File: src/rtl/frame_hdr_pkg.sv
// frame_hdr_pkg: shared definitions for the frame header sequencer.
//   state_e      - sequencer states (idle, header, payload, done)
//   HDR_MAGIC    - upper half of header word 0
//   HDR_IDX_*    - header word positions
package frame_hdr_pkg;

  typedef enum logic [1:0] {
    StIdle = 2'd0,
    StHdr  = 2'd1,
    StPay  = 2'd2,
    StDone = 2'd3
  } state_e;

  localparam logic [15:0] HDR_MAGIC = 16'hA5A5;

  localparam int unsigned HDR_IDX_LEN = 0;  // {magic, length}
  localparam int unsigned HDR_IDX_SEQ = 1;  // sequence number

endpackage

File: src/rtl/frame_hdr_ctrl.sv
// frame_hdr_ctrl: sequences one frame through the header/FIFO output mux.
// On Start it emits HDR_WORDS header words (Sel=1), then moves Pkt_Len payload
// words from the source FIFO to the destination FIFO (Sel=0), then pulses Done.
// Ports:
//   Clk, Reset           - clock, synchronous active-high reset
//   Start, Pkt_Len       - frame request and payload length (words), taken in idle
//   Src_Fifo_Empty       - source FIFO empty (first-word-fall-through)
//   Dst_Fifo_Full        - destination FIFO full
//   Sel, Header_data     - mux select (1 = header) and current header word
//   Src_Fifo_Rd_En       - source pop
//   Dst_Fifo_Wr_En       - destination push of the mux output
//   Busy, Done           - not idle; one-cycle end-of-frame pulse
module frame_hdr_ctrl #(
  parameter int unsigned HDR_WORDS = 2,
  parameter int unsigned LEN_WIDTH = 16
) (
  input  logic                 Clk,
  input  logic                 Reset,
  input  logic                 Start,
  input  logic [LEN_WIDTH-1:0] Pkt_Len,
  input  logic                 Src_Fifo_Empty,
  input  logic                 Dst_Fifo_Full,
  output logic                 Sel,
  output logic [31:0]          Header_data,
  output logic                 Src_Fifo_Rd_En,
  output logic                 Dst_Fifo_Wr_En,
  output logic                 Busy,
  output logic                 Done
);
  import frame_hdr_pkg::*;

  localparam int unsigned   IdxW    = (HDR_WORDS > 1) ? $clog2(HDR_WORDS) : 1;
  localparam logic [IdxW-1:0] LastIdx = IdxW'(HDR_WORDS - 1);

  state_e               state_q, state_d;
  logic [IdxW-1:0]      hdr_idx_q, hdr_idx_d;
  logic [LEN_WIDTH-1:0] cnt_q, cnt_d;
  logic [LEN_WIDTH-1:0] len_q, len_d;
  logic [31:0]          seq_q, seq_d;
  logic                 xfer;
  logic [15:0]          len16;

  always_comb begin
    state_d        = state_q;
    hdr_idx_d      = hdr_idx_q;
    cnt_d          = cnt_q;
    len_d          = len_q;
    seq_d          = seq_q;
    Sel            = 1'b1;
    Src_Fifo_Rd_En = 1'b0;
    Dst_Fifo_Wr_En = 1'b0;
    Busy           = 1'b1;
    Done           = 1'b0;
    // Payload moves only when a word is available and there is room for it.
    xfer           = !Src_Fifo_Empty && !Dst_Fifo_Full;

    unique case (state_q)
      StIdle: begin
        Busy = 1'b0;
        if (Start) begin
          len_d     = Pkt_Len;
          hdr_idx_d = '0;
          cnt_d     = '0;
          state_d   = StHdr;
        end
      end
      StHdr: begin
        Dst_Fifo_Wr_En = !Dst_Fifo_Full;
        if (!Dst_Fifo_Full) begin
          hdr_idx_d = hdr_idx_q + 1'b1;
          if (hdr_idx_q == LastIdx) begin
            state_d = (len_q != '0) ? StPay : StDone;
          end
        end
      end
      StPay: begin
        Sel            = 1'b0;
        Src_Fifo_Rd_En = xfer;
        Dst_Fifo_Wr_En = xfer;
        if (xfer) begin
          cnt_d = cnt_q + 1'b1;
          if (cnt_q == len_q - 1'b1) begin
            state_d = StDone;
          end
        end
      end
      StDone: begin
        Done    = 1'b1;
        seq_d   = seq_q + 32'd1;
        state_d = StIdle;
      end
      default: state_d = StIdle;
    endcase
  end

  // Word 0 carries the length zero-extended or truncated to 16 bits.
  assign len16 = 16'(len_q);

  always_comb begin
    Header_data = 32'h0;
    if (hdr_idx_q == IdxW'(HDR_IDX_LEN)) begin
      Header_data = {HDR_MAGIC, len16};
    end else if (hdr_idx_q == IdxW'(HDR_IDX_SEQ)) begin
      Header_data = seq_q;
    end
  end

  always_ff @(posedge Clk) begin
    if (Reset) begin
      state_q   <= StIdle;
      hdr_idx_q <= '0;
      cnt_q     <= '0;
      len_q     <= '0;
      seq_q     <= '0;
    end else begin
      state_q   <= state_d;
      hdr_idx_q <= hdr_idx_d;
      cnt_q     <= cnt_d;
      len_q     <= len_d;
      seq_q     <= seq_d;
    end
  end

endmodule

File: config.mk
export PLATFORM = sky130hd
export DESIGN_NAME = frame_hdr_ctrl
export DESIGN_NICKNAME = d
export VERILOG_FILES = /design/src/rtl/frame_hdr_pkg.sv /design/src/rtl/frame_hdr_ctrl.sv
export SDC_FILE = /design/constraint.sdc
export NUM_CORES = 1
export LEC_CHECK = 0
export ABC_AREA = 1
export CAP_MARGIN = 0
export CORE_ASPECT_RATIO = 0.7
export CORE_MARGIN = 8
export CORE_UTILIZATION = 55
export CTS_CLUSTER_DIAMETER = 200
export DETAILED_ROUTE_END_ITERATION = 16
export PLACE_DENSITY = 0.88
export SLEW_MARGIN = 20
export SYNTH_ARGS = -nofsm -noshare
export SYNTH_HDL_FRONTEND = slang
export SYNTH_SLANG_ARGS = --single-unit
File: constraint.sdc
create_clock -name Clk -period 2.4 [get_ports Clk]
set_input_delay 0.48 -clock Clk [delete_from_list [all_inputs] [get_ports Clk]]
set_output_delay 0.48 -clock Clk [all_outputs]
set_load 0.005 [all_outputs]
==> results.txt <==
The worst IR drop on VDD came out at 550.4 uV. The clock tree buffer depth came out at 2. After synthesis, the largest area contributor takes up 32.31% of total cell area.

The data arrival time of the worst path is 1.81 ns. For the worst setup path, the data required time is 1.92 ns. The TritonCTS clock tree is yes.

The leakage power figure came out at 1.977 nW. For this configuration, the core starts out at a cell density of 56.72%. The most repeated library cell on the critical path is inv_2.

After synthesis, the cell types taking the most area are dfxtp_1, nand2_1, inv_1, a21oi_1, o21ai_0. The worst hold path terminates at seq_q[31]. The area growth from synthesis to layout is 22.66%. The aggregate global routing overflow came out at 0. Setup violations remaining at the end of the flow were counted as 0. The slack of the worst reg-to-reg path is 0.21 ns. The number of global-route vias before repair was 4,170.

The number of rows created at floorplan came out at 26. The delay contributed by the slowest stage of the critical path came out at 0.49 ns. STA classifies the critical path startpoint as a flip-flop.

The worst path uses 95.34% of the clock period. From bottom edge to top edge, the die measures 88.69 um. The clock tree skew after final layout is 0.006059 ns.

Summing internal, switching and leakage power gives 4.280 mW. The total nets after synthesis came out at 671. The buffers plus inverters on the worst setup path is 4. The endpoint of the worst register-to-register path is cnt_q[11]. The core region area came out at 0.007320 mm^2.

Synthesis produced a netlist whose cell count is 642. The first-pass GRT wire length is 20.07 mm. The number of top-level pins is 58. The cell area reported after detailed placement is 0.004832 mm^2. In the final layout, the share of cells above drive strength 1 is 9.760%. The max-slew violation total from the final report is 0. The power density relative to cell area is 840.4 mW/mm^2. The combined area of all synthesized cells came out at 0.004151 mm^2. The launch instance of the worst min-delay path is seq_q[31]. nand2_1 is the most common cell in the netlist. The family with the most delay on the worst path is buffers and inverters.

The count of nets left with antenna violations once routing finished came out at 0. The average instance in the mapped netlist occupies 6.466 um^2. The overall track demand over capacity in global routing is 23.07%. The path class of the tightest hold or removal check is flip-flop to flip-flop. The root buffer cell chosen for the clock tree is clkbuf_8. The run finished with clean final reports. The first-iteration detailed-routing DRC count is 470. The number of antenna repair diodes came out at 0. The tree built by TritonCTS fans out to 67 sinks. The number of levels the H-tree was split into came out at 3.

Setup repair after global routing left no endpoint under its margin. The slew at the pin with the worst max-slew slack came out at 0.5830 ns. Counting instances in the post-synthesis netlist gives the leading cell types as nand2_1, inv_1, dfxtp_1. The worst register-to-register path begins at state_q[0].

Sequential cells were found to cover 32.31% of the synthesized design area. Summing all non-filler instances in the final layout gives an area of 0.005092 mm^2. The clock transition time at the flip-flop clock pins of the worst setup and hold paths came out at 0.07 ns. In the routed layout, each cell is associated on average with a via count of 5.569. The number of distinct library cell variants in the gate-level netlist after synthesis is 32.

The number of synthesized register bits came out at 67. The insertion delay to the later sink of the worst-skew pair is 0.36 ns. In the routed design, unresolved DRC markers number 0. The half-perimeter wire length after detailed placement came out at 8.921 mm. The number of hold violations in the final report is 0.

The largest net degree at the start of global routing is 51. Buffers placed on the I/O ports in this run total 57. The remaining max-slew budget at the tightest pin came out at 60.83%. The count of yosys warnings during synthesis came out at 0. The worst hold path passes through 2 cells. Based on the critical path, the design can be clocked at up to 437.0 MHz. The number of buffers created by CTS is 9. The highest fanout seen on the critical path is 5. The die width came out at 119.8 um. The clock period minus final worst setup slack is 2.288 ns. The number of maximum-capacitance violations came out at 0. The total iterations of the first detailed-routing run came out at 6. Summed over all layers, the routed wires come to 11.98 mm. The slowest stage of the critical path belongs to the cell clkdlybuf4s50_1. In this run, synthesis inferred 0 flip-flops with an integrated enable. The number of antenna violations at the first check in global routing came out at 0. The signal on the critical path passes through inv_2, ha_2, inv_2, nor3_4, buf_4, clkdlybuf4s50_1. The most used flip-flop cell after synthesis is dfxtp_1. The total via count after detailed routing is 4,483.

The number of buffers added for setup after CTS came out at 0. The critical path is of the flip-flop to primary output type. The type of element capturing the critical path is a primary output. The number of nets in the layout is 731.

The overall die area is 0.01063 mm^2. Measured in cells, the most critical reg-to-reg path has a length of 15. The final RePlAce weighted congestion came out at 0.9348.

The average wire per standard cell is 14.89 um. The async set-or-reset flop fraction in the synthesized netlist is 0%. The number of hold buffers added after CTS was 0. The post-synthesis cell type with the largest combined area is dfxtp_1.
==> metal layers <==
metal,track usage (%),part of all wire (%),vias up
met3,6.883,10,18
met1,30.89,47,2060
met2,36.05,43,198
li1,-,-,2207
met5,0,0,-
met4,4.628,0.85,0
==> worst max-delay path by stage <==
stage / startpoint / slack [ns] / depth (start not counted) / endpoint
global route: len16[1] / 0.01 / 15 / state_q[0]
finish: state_q[0] / 0.11 / 6 / Src_Fifo_Rd_En
detailed placement: Dst_Fifo_Full / -0.01 / 14 / cnt_q[14]
floorplan: state_q[0] / 0.43 / 14 / cnt_q[14]
CTS: state_q[1] / 0.005 / 7 / Dst_Fifo_Wr_En
global placement: Src_Fifo_Empty / 0.04 / 5 / Dst_Fifo_Wr_En
==> final cells by class <==
class | instances | area (um^2)
clock inverter | 7 | 92.59
clock buffer | 9 | 123.9
timing repair buffer | 67 | 660.6
fill | 629 | 2227
inverter | 100 | 375.4
multi-input combinational | 457 | 2374
sequential | 67 | 1344
tap | 98 | 122.6
==> through the flow <==
step                      util, %  hold WS (ns)  setup TNS [ns]  setup slack (ns)  std cells
after detailed placement    66.02        0.4657        -0.01235          -0.01235        789
final                       69.57        0.4759               0            0.1119        805
after CTS                   69.08        0.4761               0          0.005174        805
after floorplan                 -        0.4442               0            0.4251        642
after global routing        69.57        0.5319               0           0.01088        805
after global placement      66.02        0.4591               0           0.04261        789
==> worst register-to-register path: stages, from the launching register on <==
cell and delay (ns):
dfxtp_2 0.41, inv_2 0.08, ha_1 0.26, inv_1 0.09, nor2_1 0.08, nor3_4 0.21, nand2_2 0.10, nor2_2 0.14
nand3_2 0.11, nor2_4 0.12, nand2_2 0.08, nor3_4 0.17, nand2_1 0.09, nand2_1 0.08, inv_1 0.04, nor2_1 0.08
==> repair_timing <==
action                                  in CTS  in global routing
resized for setup                            4                  8
pin swaps                                    0                  0
endpoints found under the setup margin       2                  5
==> flip-flops by register name, indices dropped and copies added, names as in the netlist <==
signal and cells:
len16 16, seq_q 32, state_q 2, cnt_q 16
hdr_idx_q 1
==> power by group <==
group / switching, mW / leakage [nW] / internal, mW
Combinational: 1.10 / 1.33 / 0.781
Clock: 0.465 / 0.101 / 0.580
Sequential: 0.121 / 0.545 / 1.23
Total: 1.69 / 1.98 / 2.59
==> cell families (layout without fill, tap and decap cells) <==
family	after synthesis	count (layout)	share of synthesized area, %
compound gates	122	122	15.46
xor+xnor	16	16	3.375
fa+ha+maj	8	8	2.411
buf+inv	118	183	11.45
flops	67	67	32.31
simple gates	311	311	34.99
==> cell usage in the layout (no fill, tap or decap), types with 2 or more instances in the layout <==
cell	instances
dfxtp_2	2
clkdlybuf4s50_1	56
ha_1	5
nor2_1	57
bufinv_16	2
clkinv_2	2
clkbuf_8	9
inv_1	92
ha_2	2
nand2_2	5
o21ai_0	53
a21oi_1	53
a31oi_1	7
nand3_1	46
nor3b_1	2
inv_2	8
o21a_1	5
nor2_2	10
nand2_1	133
nand4_1	12
buf_4	9
nor3_2	3
a211oi_1	3
clkinvlp_4	3
nor2_4	4
nor4_1	3
nor3_4	4
xnor2_1	5
nor3_1	28
dfxtp_1	65
xor2_1	11
Note: power is estimated with default switching activity, not from simulation.
